[src/rtl/ticket_vending_pkg.sv]
`default_nettype none
// ticket_vending_pkg: shared state encoding, default fare constants and distance helper
// for the ticket vending controller.
package ticket_vending_pkg;

   typedef enum logic [2:0] {
      ST_IDLE   = 3'd0,
      ST_CALC   = 3'd1,
      ST_PAY    = 3'd2,
      ST_ISSUE  = 3'd3,
      ST_REFUND = 3'd4
   } state_e;

   localparam int unsigned DEF_NUM_STATIONS = 8;
   localparam int unsigned DEF_MAX_TICKETS  = 7;
   localparam int unsigned DEF_FARE_BASE    = 5;
   localparam int unsigned DEF_FARE_STEP    = 5;

   function automatic int unsigned station_dist(input int unsigned a, input int unsigned b);
      return (a > b) ? (a - b) : (b - a);
   endfunction

endpackage
`default_nettype wire

[src/rtl/ticket_vending_fsm_fare_calc.sv]
`default_nettype none
// fare_calc: distance-based fare for a latched request; cost_o is captured on load_i
// and cleared on clear_i, cost_next_o is the combinational price.
module fare_calc
   import ticket_vending_pkg::*;
#(
   parameter int unsigned STN_W     = 4,
   parameter int unsigned CNT_W     = 3,
   parameter int unsigned COST_W    = 10,
   parameter int unsigned FARE_BASE = DEF_FARE_BASE,
   parameter int unsigned FARE_STEP = DEF_FARE_STEP
) (
   input  logic              clk,
   input  logic              reset,
   input  logic              load_i,
   input  logic              clear_i,
   input  logic [STN_W-1:0]  origin_i,
   input  logic [STN_W-1:0]  dest_i,
   input  logic [CNT_W-1:0]  count_i,
   output logic [COST_W-1:0] cost_next_o,
   output logic [COST_W-1:0] cost_o
);

   logic [31:0]       dist_w;
   logic [COST_W-1:0] cost_q;

   assign dist_w      = station_dist(32'(origin_i), 32'(dest_i));
   assign cost_next_o = COST_W'(32'(count_i) * (32'(FARE_BASE) + 32'(FARE_STEP) * dist_w));
   assign cost_o      = cost_q;

   always_ff @(posedge clk or posedge reset) begin
      if (reset) begin
         cost_q <= '0;
      end else if (clear_i) begin
         cost_q <= '0;
      end else if (load_i) begin
         cost_q <= cost_next_o;
      end
   end

endmodule
`default_nettype wire

[src/rtl/ticket_vending_fsm.sv]
`default_nettype none
// ticket_vending_fsm: request validation, fare, coin accumulation, issue/refund handshake.
// Define PAY_TIMEOUT_EN to abort payment after TIMEOUT_CYCLES cycles without a coin.
module ticket_vending_fsm
   import ticket_vending_pkg::*;
#(
   parameter int unsigned NUM_STATIONS   = DEF_NUM_STATIONS,
   parameter int unsigned MAX_TICKETS    = DEF_MAX_TICKETS,
   parameter int unsigned FARE_BASE      = DEF_FARE_BASE,
   parameter int unsigned FARE_STEP      = DEF_FARE_STEP,
   parameter int unsigned MONEY_W        = 6,
   parameter int unsigned COST_W         = 10,
   parameter int unsigned TIMEOUT_CYCLES = 1024,
   localparam int unsigned STN_W = $clog2(NUM_STATIONS + 1),
   localparam int unsigned CNT_W = $clog2(MAX_TICKETS + 1)
) (
   input  logic               clk,
   input  logic               reset,
   input  logic               sel_valid,
   input  logic [STN_W-1:0]   origin,
   input  logic [STN_W-1:0]   destination,
   input  logic [CNT_W-1:0]   ticket_count,
   input  logic               coin_valid,
   input  logic [MONEY_W-1:0] coin_value,
   input  logic               cancel,
   input  logic               dispense_ready,
   output logic [COST_W-1:0]  cost,
   output logic [COST_W-1:0]  paid,
   output logic [COST_W-1:0]  due,
   output logic [COST_W-1:0]  change,
   output logic               ticket_valid,
   output logic               refund_valid,
   output logic               sel_error,
   output logic [2:0]         state_o
);

   localparam logic [2:0] S_IDLE   = ST_IDLE;
   localparam logic [2:0] S_CALC   = ST_CALC;
   localparam logic [2:0] S_PAY    = ST_PAY;
   localparam logic [2:0] S_ISSUE  = ST_ISSUE;
   localparam logic [2:0] S_REFUND = ST_REFUND;

   localparam longint unsigned MAX_COST =
      longint'(MAX_TICKETS) * (longint'(FARE_BASE) + longint'(FARE_STEP) * (longint'(NUM_STATIONS) - 1));
   localparam logic [STN_W-1:0] MAX_STN = STN_W'(NUM_STATIONS);
   localparam logic [CNT_W-1:0] MAX_CNT = CNT_W'(MAX_TICKETS);

   if (MAX_COST >= (64'd1 << COST_W) || TIMEOUT_CYCLES == 0) begin : g_param_check
      $error("ticket_vending_fsm: worst-case cost does not fit COST_W or TIMEOUT_CYCLES is zero");
   end

   logic [2:0]         state_q, state_d;
   logic [STN_W-1:0]   origin_q, origin_d, dest_q, dest_d;
   logic [CNT_W-1:0]   count_q, count_d;
   logic [COST_W-1:0]  paid_q, paid_d, due_q, due_d, change_q, change_d;
   logic               ticket_q, ticket_d, refund_q, refund_d, sel_err_q, sel_err_d;
   logic               cost_load, cost_clear, req_ok_w, abort_w, timeout_w;
   logic [COST_W-1:0]  cost_next_w, cost_w, coin_w, sum_w;
   logic [COST_W:0]    sum_ext_w;

   fare_calc #(
      .STN_W     (STN_W),
      .CNT_W     (CNT_W),
      .COST_W    (COST_W),
      .FARE_BASE (FARE_BASE),
      .FARE_STEP (FARE_STEP)
   ) u_fare_calc (
      .clk         (clk),
      .reset       (reset),
      .load_i      (cost_load),
      .clear_i     (cost_clear),
      .origin_i    (origin_q),
      .dest_i      (dest_q),
      .count_i     (count_q),
      .cost_next_o (cost_next_w),
      .cost_o      (cost_w)
   );

   assign req_ok_w = (origin != '0) && (origin <= MAX_STN) &&
                     (destination != '0) && (destination <= MAX_STN) &&
                     (origin != destination) &&
                     (ticket_count != '0) && (ticket_count <= MAX_CNT);

   // Paid total saturates instead of wrapping on a huge coin.
   assign coin_w    = coin_valid ? COST_W'(coin_value) : '0;
   assign sum_ext_w = {1'b0, paid_q} + {1'b0, coin_w};
   assign sum_w     = sum_ext_w[COST_W] ? '1 : sum_ext_w[COST_W-1:0];

`ifdef PAY_TIMEOUT_EN
   localparam int unsigned TMR_W = $clog2(TIMEOUT_CYCLES + 1);
   logic [TMR_W-1:0] timer_q;

   always_ff @(posedge clk or posedge reset) begin
      if (reset) begin
         timer_q <= '0;
      end else if (state_q != S_PAY || coin_valid) begin
         timer_q <= '0;
      end else begin
         timer_q <= timer_q + 1'b1;
      end
   end

   assign timeout_w = (state_q == S_PAY) && !coin_valid && (timer_q == TMR_W'(TIMEOUT_CYCLES - 1));
`else
   assign timeout_w = 1'b0;
`endif

   assign abort_w = cancel || timeout_w;

   always_comb begin
      state_d    = state_q;
      origin_d   = origin_q;
      dest_d     = dest_q;
      count_d    = count_q;
      paid_d     = paid_q;
      due_d      = due_q;
      change_d   = change_q;
      ticket_d   = ticket_q;
      refund_d   = refund_q;
      sel_err_d  = 1'b0;
      cost_load  = 1'b0;
      cost_clear = 1'b0;
      case (state_q)
         S_IDLE: begin
            if (sel_valid) begin
               if (req_ok_w) begin
                  origin_d = origin;
                  dest_d   = destination;
                  count_d  = ticket_count;
                  state_d  = S_CALC;
               end else begin
                  sel_err_d = 1'b1;
               end
            end
         end
         S_CALC: begin
            cost_load = 1'b1;
            paid_d    = '0;
            due_d     = cost_next_w;
            state_d   = S_PAY;
         end
         S_PAY: begin
            // Cancel wins over a completing coin; that coin is still refunded.
            if (abort_w) begin
               due_d = '0;
               if (sum_w == '0) begin
                  paid_d     = '0;
                  cost_clear = 1'b1;
                  state_d    = S_IDLE;
               end else begin
                  paid_d   = sum_w;
                  change_d = sum_w;
                  refund_d = 1'b1;
                  state_d  = S_REFUND;
               end
            end else if (coin_valid) begin
               paid_d = sum_w;
               if (sum_w >= cost_w) begin
                  change_d = sum_w - cost_w;
                  ticket_d = 1'b1;
                  due_d    = '0;
                  state_d  = S_ISSUE;
               end else begin
                  due_d = cost_w - sum_w;
               end
            end
         end
         S_ISSUE, S_REFUND: begin
            if (dispense_ready) begin
               cost_clear = 1'b1;
               paid_d     = '0;
               change_d   = '0;
               ticket_d   = 1'b0;
               refund_d   = 1'b0;
               state_d    = S_IDLE;
            end
         end
         default: begin
            cost_clear = 1'b1;
            paid_d     = '0;
            due_d      = '0;
            change_d   = '0;
            ticket_d   = 1'b0;
            refund_d   = 1'b0;
            state_d    = S_IDLE;
         end
      endcase
   end

   always_ff @(posedge clk or posedge reset) begin
      if (reset) begin
         state_q   <= S_IDLE;
         origin_q  <= '0;
         dest_q    <= '0;
         count_q   <= '0;
         paid_q    <= '0;
         due_q     <= '0;
         change_q  <= '0;
         ticket_q  <= 1'b0;
         refund_q  <= 1'b0;
         sel_err_q <= 1'b0;
      end else begin
         state_q   <= state_d;
         origin_q  <= origin_d;
         dest_q    <= dest_d;
         count_q   <= count_d;
         paid_q    <= paid_d;
         due_q     <= due_d;
         change_q  <= change_d;
         ticket_q  <= ticket_d;
         refund_q  <= refund_d;
         sel_err_q <= sel_err_d;
      end
   end

   assign cost         = cost_w;
   assign paid         = paid_q;
   assign due          = due_q;
   assign change       = change_q;
   assign ticket_valid = ticket_q;
   assign refund_valid = refund_q;
   assign sel_error    = sel_err_q;
   assign state_o      = state_q;

endmodule
`default_nettype wire

[config.mk]
export PLATFORM = sky130hd
export DESIGN_NAME = ticket_vending_fsm
export DESIGN_NICKNAME = d
export VERILOG_FILES = /design/src/rtl/ticket_vending_pkg.sv /design/src/rtl/ticket_vending_fsm_fare_calc.sv /design/src/rtl/ticket_vending_fsm.sv
export SDC_FILE = /design/constraint.sdc
export NUM_CORES = 1
export LEC_CHECK = 0
export BUFFER_PORTS_ARGS = -buffer_cell sky130_fd_sc_hd__buf_2
export CAP_MARGIN = 30
export CORE_MARGIN = 2
export CORE_UTILIZATION = 45
export CTS_BUF_LIST = sky130_fd_sc_hd__clkbuf_8
export DETAILED_ROUTE_END_ITERATION = 7
export MAX_ROUTING_LAYER = met4
export SKIP_LAST_GASP = 1
export SYNTH_ARGS = -nofsm -noshare
export SYNTH_HDL_FRONTEND = slang
export SYNTH_SLANG_ARGS = --single-unit
[constraint.sdc]
create_clock -name clk -period 7.3 [get_ports clk]
set_clock_uncertainty 0.2 [all_clocks]
set_input_delay 1.825 -clock clk [delete_from_list [all_inputs] [get_ports clk]]
set_output_delay 1.825 -clock clk [all_outputs]
set_load 0.05 [all_outputs]
==> metrics <==
DR pass1 iterations=5; nets=between 700 and 800; IO buf count=roughly 70; WL met1=between 7000 and 8000 um; R2R Path Start=origin_q[2]; routed len/inst=between 15 and 20 um; Fin Setup TNS=0 ns; RR Endpoint=due[9]; standard-cell rows=39; CTS H-Tree Depth=3; Final Hold Fails=0; Ys Warns=0; Detailed Place HPWL=about 11000 um; Top-Level Pins=69; DIE WIDTH=about 110 um; Compound-Gate Fraction of Synth Area=22.67%; flops & latches, synth=57; setup bufs post-CTS=0; Vias=about 4800; top_reg_cell synth=dfrtp_1; Setup-failing EPs final=0; worst path bufs/invs=2; Slew Limit Fails=0; routed vias/inst=approximately 5.7; Final Critical Period=6.268 ns; CP max stage delay=around 0.50 ns; CP Launch Type=flip-flop; RSZ-0062 raised after global routing=false; CP arrival=about 6.3 ns; Antenna Nets Post-Route=0; Max Fclk=159.6 MHz; clock slew at reported path FFs=approximately 0.070 ns; Iter 0 DRT Violations=411; Reg2Reg Setup Slack=between 1 and 1.5 ns; worst path required time=about 7.3 ns; GPL Wtd Cong=0.9299; EDFF count, synth=0; Antenna diodes=0; max-cap viol count=0; WL met2=between 6000 and 7000 um; Die ar.=12850 sq um; delay-heaviest family, CP=compound AO/OA/AOI/OAI gates; cts bufs inserted=9; vias in the first global route=4564; hold path startpoint=change[4]; gr ovfl total=0; CTS Hold Bufs=0; Max Buffers Root-to-Sink=2; main combinational cell family by area after synthesis=compound AO/OA/AOI/OAI gates; slowest cell on the critical path=fa_1; Root Buffer=clkbuf_8; GRT Total Usage=about a quarter; period utilization=85.86%; Post-Syn Nets=738; worst-margin pin slew=0.9693 ns; length in cells of the worst reg-to-reg path=25; worst hold endpoint=change[4]; mux cell area share after synthesis=between 2 and 2.5%; Filler cells=1102; Resized cells post-CTS=0; Synth cell types=between 70 and 80; Crit Path Max Fanout=7; TritonCTS clock tree=yes; largest net degree at the start of global routing=58; synthesized area=roughly 5400 sq um; Post-Synth XOR/XNOR Area=between 6 and 7%; layout cells sized above 1=around 16%; adder and majority gate portion of the synthesized area=between 10% and 20%; post-synthesis simple-gate area fraction=between 10% and 20%; initial antenna violation count=0; crit path kind=flip-flop to flip-flop; final wirelength=between 10000 and 15000 um; met3 WL=607 um; Core Region=11560 sq um; status=complete, no violations; fraction of registers with async set or reset after synthesis=100.0%; HP Class=flip-flop to flip-flop; Slew headroom=between 30% and 40%; DRC=0; Mapped Cells=650; Mapped Avg Cell Area=8.279 sq um; Sink Count=between 50 and 60; register area share after synthesis=26.51%; DR top layer=met4; global-route wire length before repair=around 24000 um; DIE HEIGHT=roughly 110 um; Worst Hold Depth=1; Synth-to-Final Area Change=11.14%; worst-skew pair later-pin latency=around 0.34 ns; Starting Density=between 40% and 50%; Critical Path Sink Type=flip-flop
[final cells by class]
| class | count | area, sq um | area share, % |
|---|---|---|---|
| clock inverter | 5 | 22.52 | 0.3766 |
| multi-input combinational | 505 | 3618 | 60.50 |
| inverter | 56 | 210.2 | 3.515 |
| timing repair buffer | 73 | 372.9 | 6.234 |
| sequential | 57 | 1426 | 23.85 |
| tap | 143 | 178.9 | 2.992 |
| clock buffer | 11 | 151.4 | 2.531 |
[through the flow]
step	cells	utilization (%)	setup slack (ns)	instance area, sq um	hold WS, ns
detailed placement	833	50.15	0.7655	5799	0.2762
global placement	831	50.06	0.9447	5789	0.2733
global route	850	51.71	0.5657	5981	0.3093
floorplan	650	-	0.9797	5381	0.3368
finish	850	51.71	1.032	5981	0.2834
CTS	849	51.65	1.043	5973	0.2914
[cells in the final DEF (no fill, tap or decap), drive strengths merged, types with 7 or more instances in the layout]
| cell type | n |
|---|---|
| nand2 | 78 |
| buf | 73 |
| inv | 58 |
| dfrtp | 57 |
| o21ai | 53 |
| ha | 52 |
| nor2 | 46 |
| a21oi | 38 |
| xnor2 | 26 |
| and2 | 19 |
| nor3 | 16 |
| fa | 13 |
| nand3 | 12 |
| xor2 | 11 |
| clkbuf | 11 |
| nand2b | 10 |
| a32o | 9 |
| mux2i | 8 |
| a22o | 8 |
| a211oi | 8 |
| a21o | 7 |
[how the worst max path moves through the flow]
stage,cells after the start,startpoint,slack [ns],end
finish,25,origin_q[2],1.03,due[9]
global placement,19,coin_valid,0.94,change[9]
global route,25,origin_q[1],0.57,due[9]
CTS,25,origin_q[2],1.04,due[9]
detailed placement,19,coin_valid,0.77,change[9]
floorplan,19,coin_valid,0.98,due[2]
[state kept, by name (all words and copies together) (netlist names)]
signal and cells:
origin_q 4, ticket_valid 1, dest_q 4, state_o 3, refund_valid 1, count_q 3, change 10, due 10
paid 10, u_fare_calc.cost_o 10, sel_error 1
[cells in the mapped netlist, types with 3 or more instances]
library cell,instances,area share [%]
o21a_1,6,0.84
nor2b_1,5,0.58
nand2_1,78,5.4
xnor2_1,26,4.2
nand3_1,12,1.1
a211o_1,4,0.65
nand2b_1,10,1.2
o221ai_1,3,0.49
o21ai_0,52,4.8
xor2_1,11,1.8
clkbuf_1,28,2.0
or2_2,6,0.70
ha_1,52,12
a32o_1,8,1.5
a22o_1,8,1.3
nor2_1,46,3.2
a211oi_1,7,0.98
a31oi_1,5,0.58
or3_1,3,0.35
and2_1,19,2.2
fa_1,13,4.8
nor4b_1,3,0.49
nor3_1,16,1.5
o21bai_1,3,0.42
inv_1,56,3.9
dfrtp_1,57,27
and3_1,4,0.46
mux2_2,3,0.63
mux2i_1,8,1.5
a21oi_1,38,3.5
o22ai_1,4,0.46
a21o_1,7,0.98
o211ai_1,3,0.42
[layer usage]
| metal | track usage [%] | up-vias |
|---|---|---|
| met4 | 6.829 | 0 |
| li1 | - | 2380 |
| met2 | 34.93 | 138 |
| met1 | 33.93 | 2290 |
| met3 | 3.321 | 22 |
| met5 | - | - |
[cell families after synthesis]
group | Yosys count
mux | 11
fa+ha+maj | 65
buf+inv | 88
flops | 57
simple gates | 215
xor+xnor | 37
compound gates | 177
Power is not shown: default switching activity piles up to over one toggle a cycle in this logic, so the estimate is an artifact.
